===== src/rtl/lsu_mem_initiator_if.sv =====
// rtl/lsu_mem_initiator_if.sv - request/response and memory-side signal bundle for lsu_mem_initiator
interface lsu_mem_initiator_if #(
    parameter int IDX_W = 8
);
    logic              req_valid;
    logic              req_ready;
    logic              req_we;
    logic [1:0]        req_size;
    logic              req_signed;
    logic [31:0]       req_addr;
    logic [31:0]       req_wdata;
    logic              rsp_valid;
    logic              rsp_ready;
    logic [31:0]       rsp_rdata;
    logic              rsp_err;
    logic              mem_we;
    logic [IDX_W-1:0]  mem_a;
    logic [31:0]       mem_wd;
    logic [31:0]       mem_rd;

    // Requester side (datapath plus memory model)
    modport master (
        output req_valid, req_we, req_size, req_signed, req_addr, req_wdata, rsp_ready, mem_rd,
        input  req_ready, rsp_valid, rsp_rdata, rsp_err, mem_we, mem_a, mem_wd
    );

    // Load/store unit side
    modport slave (
        input  req_valid, req_we, req_size, req_signed, req_addr, req_wdata, rsp_ready, mem_rd,
        output req_ready, rsp_valid, rsp_rdata, rsp_err, mem_we, mem_a, mem_wd
    );
endinterface


===== src/rtl/lsu_mem_initiator.sv =====
// rtl/lsu_mem_initiator.sv - byte-addressed load/store initiator for a word memory (optional: LSU_ERR_COUNT_EN)
module lsu_mem_initiator #(
    parameter int IDX_W  = 8,
    parameter int DATA_W = 32
) (
    input  logic               clk,
    input  logic               rst_n,
    lsu_mem_initiator_if.slave bus
`ifdef LSU_ERR_COUNT_EN
    ,
    output logic [7:0]         err_count
`endif
);
    typedef enum logic [1:0] {IDLE, RD, WR, RESP} state_t;

    state_t            state;
    state_t            state_nx;
    logic              accept;
    logic              acc_err;
    logic              we_q;
    logic              sgn_q;
    logic [1:0]        size_q;
    logic [1:0]        lane_q;
    logic [15:0]       wdata_q;
    logic              err_q;
    logic [IDX_W-1:0]  idx_q;
    logic [DATA_W-1:0] wbuf_q;
    logic [DATA_W-1:0] rdata_q;
    logic [7:0]        byte_sel;
    logic [15:0]       half_sel;
    logic [DATA_W-1:0] load_val;
    logic [DATA_W-1:0] merge_val;

    assign accept = bus.req_valid && (state == IDLE);

    // Reject reserved size, misaligned half/word and addresses past the last word
    always_comb begin
        acc_err = 1'b0;
        case (bus.req_size)
            2'b00:   acc_err = 1'b0;
            2'b01:   acc_err = bus.req_addr[0];
            2'b10:   acc_err = (bus.req_addr[1:0] != 2'b00);
            default: acc_err = 1'b1;
        endcase
        if ((bus.req_addr >> (IDX_W + 2)) != 32'd0) begin
            acc_err = 1'b1;
        end
    end

    // State register; async reset also kills an in-flight write strobe
    always_ff @(posedge clk or negedge rst_n) begin
        if (!rst_n) begin
            state <= IDLE;
        end else begin
            state <= state_nx;
        end
    end

    // Next-state: word stores skip the read, sub-word stores read first (RMW)
    always_comb begin
        state_nx = state;
        case (state)
            IDLE: begin
                if (accept) begin
                    if (acc_err) begin
                        state_nx = RESP;
                    end else if (bus.req_we && (bus.req_size == 2'b10)) begin
                        state_nx = WR;
                    end else begin
                        state_nx = RD;
                    end
                end
            end
            RD:      state_nx = we_q ? WR : RESP;
            WR:      state_nx = RESP;
            RESP:    state_nx = bus.rsp_ready ? IDLE : RESP;
            default: state_nx = IDLE;
        endcase
    end

    // Lane extraction with extension for loads, lane merge for sub-word stores
    always_comb begin
        byte_sel = bus.mem_rd[{lane_q, 3'b000} +: 8];
        half_sel = bus.mem_rd[{lane_q[1], 4'b0000} +: 16];
        case (size_q)
            2'b00:   load_val = {{24{sgn_q & byte_sel[7]}}, byte_sel};
            2'b01:   load_val = {{16{sgn_q & half_sel[15]}}, half_sel};
            default: load_val = bus.mem_rd;
        endcase
        merge_val = bus.mem_rd;
        if (size_q == 2'b00) begin
            merge_val[{lane_q, 3'b000} +: 8] = wdata_q[7:0];
        end else begin
            merge_val[{lane_q[1], 4'b0000} +: 16] = wdata_q[15:0];
        end
    end

    // Request capture, read-phase results and response registers
    always_ff @(posedge clk or negedge rst_n) begin
        if (!rst_n) begin
            we_q    <= 1'b0;
            sgn_q   <= 1'b0;
            size_q  <= 2'b00;
            lane_q  <= 2'b00;
            wdata_q <= '0;
            err_q   <= 1'b0;
            idx_q   <= '0;
            wbuf_q  <= '0;
            rdata_q <= '0;
        end else begin
            case (state)
                IDLE: begin
                    if (accept) begin
                        we_q    <= bus.req_we;
                        sgn_q   <= bus.req_signed;
                        size_q  <= bus.req_size;
                        lane_q  <= bus.req_addr[1:0];
                        wdata_q <= bus.req_wdata[15:0];
                        err_q   <= acc_err;
                        rdata_q <= '0;
                        // mem_a only moves for real accesses
                        if (!acc_err) begin
                            idx_q <= bus.req_addr[IDX_W+1:2];
                        end
                        if (!acc_err && bus.req_we && (bus.req_size == 2'b10)) begin
                            wbuf_q <= bus.req_wdata;
                        end
                    end
                end
                RD: begin
                    if (we_q) begin
                        wbuf_q <= merge_val;
                    end else begin
                        rdata_q <= load_val;
                    end
                end
                default: ;
            endcase
        end
    end

`ifdef LSU_ERR_COUNT_EN
    // Saturating count of accepted requests that were flagged as errors
    always_ff @(posedge clk or negedge rst_n) begin
        if (!rst_n) begin
            err_count <= 8'd0;
        end else if (accept && acc_err && (err_count != 8'hFF)) begin
            err_count <= err_count + 8'd1;
        end
    end
`endif

    assign bus.req_ready = (state == IDLE);
    assign bus.rsp_valid = (state == RESP);
    assign bus.rsp_rdata = rdata_q;
    assign bus.rsp_err   = err_q;
    assign bus.mem_we    = (state == WR);
    assign bus.mem_a     = idx_q;
    assign bus.mem_wd    = wbuf_q;
endmodule


===== src/flat_wrapper.sv =====
// flat-port wrapper written by rule: the top's interface ports become plain ports
module lsu_mem_initiator_flat 
#(
    parameter int IDX_W  = 8,
    parameter int DATA_W = 32
)
  (clk, rst_n, bus_req_valid, bus_req_we, bus_req_size, bus_req_signed, bus_req_addr, bus_req_wdata, bus_rsp_ready, bus_mem_rd, bus_req_ready, bus_rsp_valid, bus_rsp_rdata, bus_rsp_err, bus_mem_we, bus_mem_a, bus_mem_wd);
  lsu_mem_initiator_if #(.IDX_W(IDX_W)) bus_i ();
  input  logic clk;
  input  logic rst_n;
  input wire logic [$bits(bus_i.req_valid)-1:0] bus_req_valid;
  input wire logic [$bits(bus_i.req_we)-1:0] bus_req_we;
  input wire logic [$bits(bus_i.req_size)-1:0] bus_req_size;
  input wire logic [$bits(bus_i.req_signed)-1:0] bus_req_signed;
  input wire logic [$bits(bus_i.req_addr)-1:0] bus_req_addr;
  input wire logic [$bits(bus_i.req_wdata)-1:0] bus_req_wdata;
  input wire logic [$bits(bus_i.rsp_ready)-1:0] bus_rsp_ready;
  input wire logic [$bits(bus_i.mem_rd)-1:0] bus_mem_rd;
  output wire logic [$bits(bus_i.req_ready)-1:0] bus_req_ready;
  output wire logic [$bits(bus_i.rsp_valid)-1:0] bus_rsp_valid;
  output wire logic [$bits(bus_i.rsp_rdata)-1:0] bus_rsp_rdata;
  output wire logic [$bits(bus_i.rsp_err)-1:0] bus_rsp_err;
  output wire logic [$bits(bus_i.mem_we)-1:0] bus_mem_we;
  output wire logic [$bits(bus_i.mem_a)-1:0] bus_mem_a;
  output wire logic [$bits(bus_i.mem_wd)-1:0] bus_mem_wd;
  assign bus_i.req_valid = bus_req_valid;
  assign bus_i.req_we = bus_req_we;
  assign bus_i.req_size = bus_req_size;
  assign bus_i.req_signed = bus_req_signed;
  assign bus_i.req_addr = bus_req_addr;
  assign bus_i.req_wdata = bus_req_wdata;
  assign bus_i.rsp_ready = bus_rsp_ready;
  assign bus_i.mem_rd = bus_mem_rd;
  assign bus_req_ready = bus_i.req_ready;
  assign bus_rsp_valid = bus_i.rsp_valid;
  assign bus_rsp_rdata = bus_i.rsp_rdata;
  assign bus_rsp_err = bus_i.rsp_err;
  assign bus_mem_we = bus_i.mem_we;
  assign bus_mem_a = bus_i.mem_a;
  assign bus_mem_wd = bus_i.mem_wd;
  lsu_mem_initiator #(.IDX_W(IDX_W), .DATA_W(DATA_W)) u_core (.clk(clk), .rst_n(rst_n), .bus(bus_i));
endmodule

===== config.mk =====
export PLATFORM = sky130hd
export DESIGN_NAME = lsu_mem_initiator_flat
export DESIGN_NICKNAME = d
export VERILOG_FILES = /design/src/rtl/lsu_mem_initiator_if.sv /design/src/rtl/lsu_mem_initiator.sv /design/src/flat_wrapper.sv
export SDC_FILE = /design/constraint.sdc
export NUM_CORES = 1
export LEC_CHECK = 0
export ABC_AREA = 1
export BUFFER_PORTS_ARGS = -buffer_cell sky130_fd_sc_hd__buf_2
export CORE_MARGIN = 5
export CORE_UTILIZATION = 53
export DETAILED_ROUTE_END_ITERATION = 10
export GPL_TIMING_DRIVEN = 0
export PLACE_DENSITY = 0.85
export SYNTH_ARGS = -nofsm -noshare
export SYNTH_HDL_FRONTEND = slang
export SYNTH_SLANG_ARGS = --single-unit

===== constraint.sdc =====
create_clock -name clk -period 2.75 [get_ports clk]
set_clock_uncertainty 0.05 [all_clocks]
set_input_delay 0.55 -clock clk [delete_from_list [all_inputs] [get_ports clk]]
set_output_delay 0.55 -clock clk [all_outputs]
set_load 0.05 [all_outputs]

== Word-level counts from Yosys, hierarchy flattened ==
Index checks and enable logic that the tools add are counted.

* $add $sub $neg: 2
* Equality and inequality tests: 10
* Shift-type cells: 6
* Muxes and demuxes: 19
* Bitwise gates (word level): 3
* Reductions and logical operators: 15

{| class="wikitable"
|+ Operators by type and width
! kind !! count
|-
| $mux W32 || 6
|-
| $pmux W32 S2 || 3
|-
| $bwmux W32 || 2
|-
| $reduce_bool A32 Y1 || 1
|-
| $shift A16 B7 Y32 const A || 1
|-
| $shift A8 B7 Y32 const A || 1
|-
| $shiftx A16 B7 Y32 || 1
|-
| $shiftx A32 B6 Y16 || 1
|-
| $shiftx A32 B6 Y8 || 1
|-
| $shiftx A8 B7 Y32 || 1
|-
| $neg A5 Y7 || 2
|-
| $mux W2 || 4
|-
| $pmux W2 S4 || 1
|-
| $eq A2 B1 Y1 const B || 3
|-
| $eq A2 B2 Y1 const B || 3
|-
| $logic_not A2 Y1 || 3
|-
| $ne A2 B1 Y1 const B || 3
|-
| $reduce_and A3 Y1 || 2
|-
| $logic_and A1 B1 Y1 || 4
|-
| $reduce_and A4 Y1 || 1
|-
| $reduce_bool A2 Y1 || 2
|-
| $pmux W1 S3 || 1
|-
| $and A1 B1 Y1 || 2
|-
| $mux W1 || 2
|-
| 4 further kinds || 4
|}

* Bits in registers: 97

== Depth between registers and ports, before layout ==
Gate-level depths: netlist (run 1).

* Depth in word-level cells: 9
* Mapped depth: 13

== Least setup slack after synthesis (run 1) ==
OpenSTA, ideal clock, no wires.

* Path kind: flip-flop to flip-flop
* Start point: reg u_core.lane_q[0]
* End point: reg u_core.wbuf_q[16], in the netlist u_core.bus.mem_wd[16]
* Setup time: 0.065 ns
* Arrival time: 1.941 ns
* Required time: 2.635 ns
* Setup slack: 0.694 ns
* Stages on the path, launching flop included: 12
* Buffers on the path: 1
* Path through: dfrtp_1 clkbuf_1 inv_1 ha_1 inv_1 nor2_1 nand2_1 nand2_1 nand2_1 a21oi_1 nand3_1 nand2_1

* Word-level cells in the longest chain between the ends: 6
* Elaborated cells between the ends (all ways): 7
* Those cells by class: add/sub: 1; shift: 2; mux: 4

{| class="wikitable"
|+ Ends and longest elaborated chain
! what !! line !! source
|-
| start, declared || lsu_mem_initiator.sv:23 || <nowiki>logic [1:0] lane_q;</nowiki>
|-
| start signal, assigned || lsu_mem_initiator.sv:117 || <nowiki>lane_q <= bus.req_addr[1:0];</nowiki>
|-
| $neg A5 Y7 (*) || lsu_mem_initiator.sv:92 || <nowiki>merge_val[{lane_q, 3'b000} +: 8] = wdata_q[7:0];</nowiki>
|-
| $shiftx A8 B7 Y32 / $shift A8 B7 Y32 (equally long branches) || lsu_mem_initiator.sv:92 ||
|-
| $bwmux W32 (*) || lsu_mem_initiator.sv:92 ||
|-
| $mux W32 (*) || lsu_mem_initiator.sv:91 || <nowiki>if (size_q == 2'b00) begin</nowiki>
|-
| $mux W32 (*) || lsu_mem_initiator.sv:131 || <nowiki>if (we_q) begin</nowiki>
|-
| $pmux W32 S2 (*) || lsu_mem_initiator.sv:111 || <nowiki>case (state)</nowiki>
|-
| end signal, assigned || lsu_mem_initiator.sv:126 || <nowiki>wbuf_q <= bus.req_wdata;</nowiki>
|-
| end signal, assigned || lsu_mem_initiator.sv:132 || <nowiki>wbuf_q <= merge_val;</nowiki>
|-
| end, declared || lsu_mem_initiator.sv:27 || <nowiki>logic [DATA_W-1:0] wbuf_q;</nowiki>
|}

Mark *: on every way between the ends. The rest lies on a longest branch, timed or not. The select of a mux whose other input is x is not followed.
A chain may end at the register's enable or synchronous reset.

== Worst setup path after layout (run 1) ==
* Start point: reg u_core.lane_q[0]
* End point: reg u_core.wbuf_q[0], in the netlist u_core.bus.mem_wd[0]

Same word-level chain as after synthesis.

==> impl_metrics.toml, run 1 <==
[outcome]
status = "finished clean"

[timing]
setup-tns-final_ps = 0
fin_crit_ps = 2420
tightestPinTransition_ps = 625
setup_slack_ps = 333
slew_headroom_pct = 58.4
setup_violations = 0
hold_viol = 0
final_max_slew_viol_count = 0
min_period_over_period_pct = 87.9
rsz0062_at_grt = "false"
max_freq_mhz = 414
timing.hold.ws_ps = 125

[global_route]
grt_pass1_vias = 6568
antenna_found_initial = 1
grt_first_pass_wirelength_um = 33200
grt_util_all_layers_pct = 29.5
grt_overflow_total = 0
grt_max_degree = 57

[finish]
postLayoutCellArea_mm2 = 0.00758
areaGrowthSynthToFinish_pct = 23.0
layout-drive-gt1-share_pct = 24.0
final_util_pct = 66.4
n_fill_cell = 1080
nets = 1208
antenna_cells = 0

[drt]
routed_wirelength_um = 21000
vias = 6887
drt_iter0_drc = 754
ant_nets = 0
wl_per_cell_um = 16.8
viasPerCell = 5.52
drc_errors = 0
dr.pass1.iters = 5

[placement]
io_buffer_count = 179
dp_hpwl_um = 16100
pre_cts_slack_ps = 138
gp_congestion = 1.02
post_dp_cell_area_mm2 = 0.00727

[yosys]
syn_inst = 908
avgSynthCellArea_um2 = 6.79
syn_area_mm2 = 0.00616
ys_ff_latch = 97
syn_nets = 1017
synth.distinct_cells = 34
seq_area_frac_synth_pct = 39.4
yosysWarningCount = 0

[clock_network]
clock_latency_ps = 350
cts-root-buf = "clkbuf_16"
cts_buffers = 9
clockBufferDepth = 2
cts.clk_slew.worst_paths_ps = 70
cts_tree = "done"
htree_levels = 3
clock_sinks = 97
postCtsSetupBuffers = 0

[pwr]
p_leak_uw = 0.00423
power.density_mw_per_mm2 = 1300
irDropWorstVdd_mv = 0.871

[floorplanning]
row_count = 39
die_h_um = 118
ioPinCount = 180
coreArea_mm2 = 0.0114
die-area_mm2 = 0.0139
start_util_pct = 54.0
die-width_um = 118

[worst_setup_path]
cp.arrival_ps = 2650
critical_path_required_ps = 2990
crit_start = "u_core.lane_q[0]$_DFFE_PN0P_"
rr_worst_depth = 10
r2r_end = "u_core.bus.mem_wd[0]$_DFFE_PN0P_"
cp-start-kind = "flip-flop"
crit_type = "reg -> reg"
worstReg2RegStart = "u_core.lane_q[0]$_DFFE_PN0P_"
crit_path_max_fanout = 10
end_kind = "flip-flop"
r2r_slack_ps = 330

[min_path]
hold_class = "in -> async"

[run]
drv_cap = 0
[synthesized netlist by cell type]
| cell | instances | share of area [%] |
|---|---|---|
| or2_2 | 7 | 0.71 |
| nand2_2 | 3 | 0.30 |
| nand3_1 | 75 | 6.1 |
| buf_4 | 6 | 0.73 |
| o211ai_1 | 22 | 2.7 |
| o21ai_0 | 34 | 2.8 |
| nand3_2 | 2 | 0.32 |
| o21ai_2 | 1 | 0.14 |
| o221ai_1 | 5 | 0.71 |
| or2_1 | 1 | 0.10 |
| nand3_4 | 1 | 0.28 |
| nand2_4 | 2 | 0.37 |
| nor2_1 | 59 | 3.6 |
| nand3b_1 | 1 | 0.12 |
| inv_2 | 8 | 0.49 |
| o22ai_1 | 4 | 0.41 |
| buf_2 | 22 | 1.8 |
| nor2_2 | 1 | 0.10 |
| nor3_1 | 1 | 0.081 |
| clkbuf_1 | 7 | 0.43 |
| nand2_1 | 370 | 23 |
| buf_1 | 6 | 0.37 |
| inv_4 | 1 | 0.10 |
| dfrtp_1 | 97 | 39 |
| nor2_8 | 1 | 0.32 |
| ha_1 | 5 | 1.0 |
| o21ai_1 | 20 | 1.6 |
| a31oi_1 | 1 | 0.10 |
| o21ai_4 | 1 | 0.26 |
| nor2_4 | 2 | 0.37 |
| o21a_1 | 11 | 1.3 |
| inv_1 | 58 | 3.5 |
| buf_6 | 9 | 1.6 |
| a21oi_1 | 64 | 5.2 |
[layer usage]
layer  share of wire, %  vias to the layer above  wire length [µm]  global-route usage (%)
li1                   -                     3302                 -                       -
met1                 41                     3090              8540                    39.1
met2                 45                      419              9340                    46.0
met3                 11                       74              2250                    8.12
met4                3.9                        2               823                    11.6
met5              0.043                        -                 9                       0
[cell families after synthesis]
family	share of synthesized area, %
fa+ha+maj	1.02
flops	39.4
buf+inv	9.07
simple gates	35.3
compound gates	15.2
[registers in the layout (all words and copies together), names as in the netlist]
| name | cells |
|---|---|
| u_core.we_q | 1 |
| u_core.lane_q | 2 |
| u_core.size_q | 2 |
| u_core.bus.mem_wd | 32 |
| u_core.wdata_q | 16 |
| u_core.sgn_q | 1 |
| u_core.state | 2 |
| u_core.bus.mem_a | 8 |
| u_core.bus.rsp_rdata | 32 |
| u_core.bus.rsp_err | 1 |
[stage by stage]
step / cells / total power, µW
after floorplan: 908 / 6930
after global placement: 1230 / 8370
after detailed placement: 1231 / 8470
after CTS: 1247 / 9810
after global routing: 1247 / 10500
final: 1247 / 9890
[how the worst max path moves through the flow]
stage / to / slack, ps / cells past startpoint
6_report: u_core.bus.mem_wd[0]$_DFFE_PN0P_ / 330 / 10
4_1_cts: u_core.bus.mem_wd[0]$_DFFE_PN0P_ / 120 / 10
2_1_floorplan: u_core.bus.mem_wd[16]$_DFFE_PN0P_ / 690 / 11
3_3_place_gp: u_core.bus.mem_wd[10]$_DFFE_PN0P_ / 110 / 1
5_1_grt: u_core.bus.mem_wd[17]$_DFFE_PN0P_ / 140 / 10
3_5_place_dp: u_core.bus.mem_wd[0]$_DFFE_PN0P_ / 140 / 10
[cell type report]
| class | instances | area (µm²) | share of cell area (%) |
|---|---|---|---|
| multi-input cells | 694 | 3180 | 42.0 |
| flip-flops and latches | 97 | 2430 | 32.0 |
| repair buffers | 180 | 926 | 12.2 |
| plain buffers | 50 | 307 | 4.04 |
| inverters | 67 | 254 | 3.35 |
| clock buffers | 11 | 243 | 3.20 |
| well taps | 143 | 179 | 2.36 |
| clock inverters | 5 | 62.6 | 0.825 |
[report_power, final]
group	leakage (µW)	switching (µW)	total (µW)	internal (µW)
sequential	0.00124	428	2460	2030
clock	0.000142	572	1310	736
combinational	0.00285	4430	6120	1680
total	0.00423	5430	9890	4450
[critical path, stage by stage (launching register included)]
cell and delay (ps):
dfrtp_1 550, clkbuf_2 300, inv_1 110, ha_1 350, nor2_2 300, nand3_1 130
nand2_1 90, nand3_1 60, o21ai_0 170, nand3_1 140, nand2_1 90
[layout by cell type (no fill, tap or decap), types with 20 or more instances in the layout]
cell,netlist,layout
a21oi_1,64,64
buf_2,22,200
dfrtp_1,97,97
inv_1,58,58
nand2_1,370,370
nand3_1,75,75
nor2_1,59,57
o211ai_1,22,22
o21ai_0,34,34
o21ai_1,20,20
[repair_timing]
| item | 4_1_cts | 5_1_grt |
|---|---|---|
| setup endpoints to repair | 0 | 15 |
| hold buffers | 0 | 0 |
| gates resized for setup | 0 | 4 |
Power figures use the tool's default switching activity.
==> run 2, diff against run 1 <==
--- a/config.mk
+++ b/config.mk
@@ -11,7 +11,7 @@
 export CORE_UTILIZATION = 53
 export DETAILED_ROUTE_END_ITERATION = 10
 export GPL_TIMING_DRIVEN = 0
-export PLACE_DENSITY = 0.85
+export PLACE_DENSITY = 0.81
 export SYNTH_ARGS = -nofsm -noshare
 export SYNTH_HDL_FRONTEND = slang
 export SYNTH_SLANG_ARGS = --single-unit
==> impl_metrics.toml, run 2 (synthesis results as in run 1) <==
[pwr]
power.density_mw_per_mm2 = 1320
p_leak_uw = 0.00425
finalPower_uw = 10000
irDropWorstVdd_mv = 0.886

[finish]
final_cell_mix = "370 x nand2_1, 200 x buf_2, 97 x dfrtp_1"
final_common_cell = "nand2_1"
nets = 1208
final_util_pct = 66.6
layout-drive-gt1-share_pct = 23.7
postLayoutCellArea_mm2 = 0.00761
areaGrowthSynthToFinish_pct = 23.5
antenna_cells = 0
n_fill_cell = 1075

[clock_network]
cts-root-buf = "clkbuf_16"
htree_levels = 3
cts_buffers = 9
postCtsSetupBuffers = 0
cts.clk_slew.worst_paths_ps = 70
cts_tree = "done"
clockBufferDepth = 2
clock_sinks = 97
cts_resized = 0
clock_latency_ps = 360
ctsHoldBuffers = 0

[placement]
dp_hpwl_um = 16000
gp_congestion = 1.00
post_dp_cell_area_mm2 = 0.00727
pre_cts_slack_ps = 175
io_buffer_count = 179

[drt]
dr.pass1.iters = 5
drc_errors = 0
drt_iter0_drc = 867
ant_nets = 0
viasPerCell = 5.49
routed_wirelength_um = 20700
wl_per_cell_um = 16.6
vias = 6851

[floorplanning]
start_util_pct = 54.0
coreArea_mm2 = 0.0114
ioPinCount = 180
die-width_um = 118
die-area_mm2 = 0.0139
row_count = 39
die_h_um = 118

[run]
drv_cap = 0

[worst_setup_path]
cp-start-kind = "flip-flop"
worstReg2RegStart = "u_core.lane_q[0]$_DFFE_PN0P_"
crit_chain = "clkbuf_1, inv_1, ha_1, nor2_1, nand3_1, nand2_1, nand3_1, o21ai_0, nand3_1, nand2_1"
slowest_delay_ps = 530
crit_path_max_fanout = 10
critical_path_required_ps = 3000
end_kind = "flip-flop"
critPathMostFrequentCell = "nand3_1"
cp.arrival_ps = 2970
worst-path-buf-inv = 2
crit_start = "u_core.lane_q[0]$_DFFE_PN0P_"
critical-path-slowest-cell = "dfrtp_1"
cp_top_family = "simple AND/OR/NAND/NOR gates"
crit_type = "reg -> reg"

[global_route]
grt_pass1_vias = 6637
antenna_found_initial = 0
grt_util_all_layers_pct = 29.7
grt_overflow_total = 0
grt_max_degree = 50
grt_first_pass_wirelength_um = 33600

[timing]
tightestPinTransition_ps = 645
fin_crit_ps = 2720
final_max_slew_viol_count = 0
rsz0062_at_grt = "true"
slew_headroom_pct = 57.0
max_freq_mhz = 368
min_period_over_period_pct = 98.9
hold_viol = 0
setup_slack_ps = 30.7
setup_violations = 0

[min_path]
hold_class = "in -> async"

[outcome]
status = "finished clean"
==> run 2: changes by cell type in the layout (fill, tap and decap cells not counted), sizes merged <==
cell / previous run / this run
bufinv: 1 / 3
clkbuf: 18 / 17
clkinvlp: 2 / 0
inv: 68 / 69
==> run 2: worst paths after layout <==
| path | end | cells past startpoint | slack [ps] |
|---|---|---|---|
| setup / recovery | u_core.bus.mem_wd[0]$_DFFE_PN0P_ | 10 | 30 |
| hold / removal | u_core.bus.rsp_rdata[11]$_DFFE_PN0P_ | 1 | 160 |
| setup reg to reg | u_core.bus.mem_wd[0]$_DFFE_PN0P_ | 10 | 30 |
| hold reg to reg | u_core.bus.mem_wd[29]$_DFFE_PN0P_ | 2 | 420 |
| max in group asynchronous | u_core.wdata_q[9]$_DFFE_PN0P_ | 2 | 1820 |
| min in group clk | u_core.bus.mem_a[6]$_DFFE_PN0P_ | 3 | 330 |
==> run 2: final cells by class <==
class	instances	area, µm²	share of cell area [%]
multi-input cells	694	3180	41.7
flip-flops and latches	97	2430	31.9
repair buffers	180	926	12.2
plain buffers	50	305	4.01
inverters	67	254	3.34
clock buffers	10	229	3.01
well taps	143	179	2.35
clock inverters	6	113	1.48
==> run 2: per-layer routing <==
metal	share of wire (%)	track usage (%)
met3	9.6	6.44
met2	45	46.1
met1	42	40.4
met4	3.2	11.8
met5	0	0
==> run 2: report_power, final <==
group          leakage, µW  internal, µW  switching [µW]
Clock             0.000167           894             565
Sequential         0.00124          2030             428
Combinational      0.00285          1670            4410
Total              0.00425          4600            5400
==> run 2: through the flow <==
step	cells	setup TNS, ps	hold slack [ps]
6_report	1247	0	158
5_1_grt	1247	-1040	218
4_1_cts	1247	0	182
3_5_place_dp	1231	0	404
3_3_place_gp	1230	0	399
2_1_floorplan	908	0	204
==> run 3, diff against run 2 <==
--- a/config.mk
+++ b/config.mk
@@ -8,10 +8,9 @@
 export ABC_AREA = 1
 export BUFFER_PORTS_ARGS = -buffer_cell sky130_fd_sc_hd__buf_2
 export CORE_MARGIN = 5
-export CORE_UTILIZATION = 53
+export CORE_UTILIZATION = 32
 export DETAILED_ROUTE_END_ITERATION = 10
 export GPL_TIMING_DRIVEN = 0
-export PLACE_DENSITY = 0.81
 export SYNTH_ARGS = -nofsm -noshare
 export SYNTH_HDL_FRONTEND = slang
 export SYNTH_SLANG_ARGS = --single-unit
==> impl_metrics.toml, run 3 (synthesis results as in run 1) <==
[timing]
timing.hold.ws_ps = 156
slew_headroom_pct = 57.9
hold_viol = 0
max_freq_mhz = 394
tightestPinTransition_ps = 632
setup_slack_ps = 215
fin_crit_ps = 2540
min_period_over_period_pct = 92.2
final_max_slew_viol_count = 0
setup_violations = 0
rsz0062_at_grt = "true"

[outcome]
status = "finished clean"

[pwr]
power.density_mw_per_mm2 = 1290
irDropWorstVdd_mv = 0.453
p_leak_uw = 0.00424
finalPower_uw = 9960

[worst_setup_path]
cp.arrival_ps = 2780
r2r_slack_ps = 210
worstReg2RegStart = "u_core.lane_q[0]$_DFFE_PN0P_"
crit_start = "u_core.lane_q[0]$_DFFE_PN0P_"
end_kind = "flip-flop"
crit_end = "u_core.bus.mem_wd[23]$_DFFE_PN0P_"
cp-start-kind = "flip-flop"
rr_worst_depth = 11
crit_type = "reg -> reg"
critical_path_required_ps = 3000
r2r_end = "u_core.bus.mem_wd[23]$_DFFE_PN0P_"
crit_path_max_fanout = 10

[placement]
post-place-cells = 1348
pre_cts_slack_ps = 154
gp_congestion = 0.975
io_buffer_count = 179
dp_hpwl_um = 18200

[global_route]
grt.busiest_layer = "met2"
met3_usage_pct = 5.04
use_met2_pct = 32.4
antenna_found_initial = 1
grt_overflow_total = 0
grt_use_met1_pct = 27.9
grt_max_degree = 53
grt_first_pass_wirelength_um = 35600
grt_util_all_layers_pct = 20.5
grt_pass1_vias = 6570

[drt]
wl_per_cell_um = 16.8
viasPerCell = 4.83
vias = 6589
dr.pass1.iters = 5
routed_wirelength_um = 23000
ant_nets = 0
drc_errors = 0
drt_iter0_drc = 483

[finish]
final_cells = 1364
areaGrowthSynthToFinish_pct = 25.6
antenna_cells = 0
layout-drive-gt1-share_pct = 23.9
final_common_cell = "nand2_1"
final_cell_mix = "370 x nand2_1, 200 x buf_2, 97 x dfrtp_1"
nets = 1208
final_util_pct = 41.1

[clock_network]
cts-root-buf = "clkbuf_16"
htree_levels = 3
clock_latency_ps = 360
cts_tree = "done"
cts_resized = 0
clockBufferDepth = 2
cts_buffers = 9
postCtsSetupBuffers = 0
ctsHoldBuffers = 0
cts.clk_slew.worst_paths_ps = 70
clock_sinks = 97

[floorplanning]
die-area_mm2 = 0.0221
die_h_um = 149
ioPinCount = 180
die-width_um = 149
row_count = 50
start_util_pct = 32.7
coreArea_mm2 = 0.0188

[min_path]
hold_class = "in -> async"

[run]
drv_cap = 0
[run 3: final cells by class]
class,count,area (µm²)
fill,2041,11100
multi-input combinational,694,3180
sequential,97,2430
timing repair buffer,180,926
tap,260,325
buffer,50,305
inverter,67,254
clock buffer,10,229
clock inverter,6,92.6
[run 3: worst min path at each step]
stage	to
global route	u_core.bus.rsp_rdata[10]$_DFFE_PN0P_
detailed placement	u_core.bus.mem_wd[6]$_DFFE_PN0P_
global placement	u_core.bus.mem_wd[27]$_DFFE_PN0P_
floorplan	u_core.bus.mem_a[0]$_DFFE_PN0P_
finish	u_core.bus.rsp_rdata[10]$_DFFE_PN0P_
CTS	u_core.bus.rsp_rdata[10]$_DFFE_PN0P_
[run 3: critical path, stage by stage, from the launching register on]
cell and delay, ps:
dfrtp_1 570, clkbuf_1 360, inv_1 150, ha_1 360
inv_1 80, nor2_2 240, nand2_1 100, nand2_1 70
nand2_1 60, a21oi_1 260, nand3_1 110, nand2_1 70
[run 3: power by group]
part | switching (µW) | internal (µW) | leakage (µW)
clock | 576 | 800 | 0.000149
sequential | 439 | 2030 | 0.00124
combinational | 4440 | 1680 | 0.00285
[run 3: metal layers]
metal	vias to the layer above	part of all wire [%]
met3	45	7.8
met1	2968	45
met5	-	0.030
li1	3298	-
met4	2	2.6
met2	276	44
[run 3: per-stage QoR]
step | cell area (µm²) | TNS, ps
3_5_place_dp | 7410 | 0
2_1_floorplan | 6160 | 0
4_1_cts | 7740 | 0
6_report | 7740 | 0
3_3_place_gp | 7380 | -1520
5_1_grt | 7740 | -137
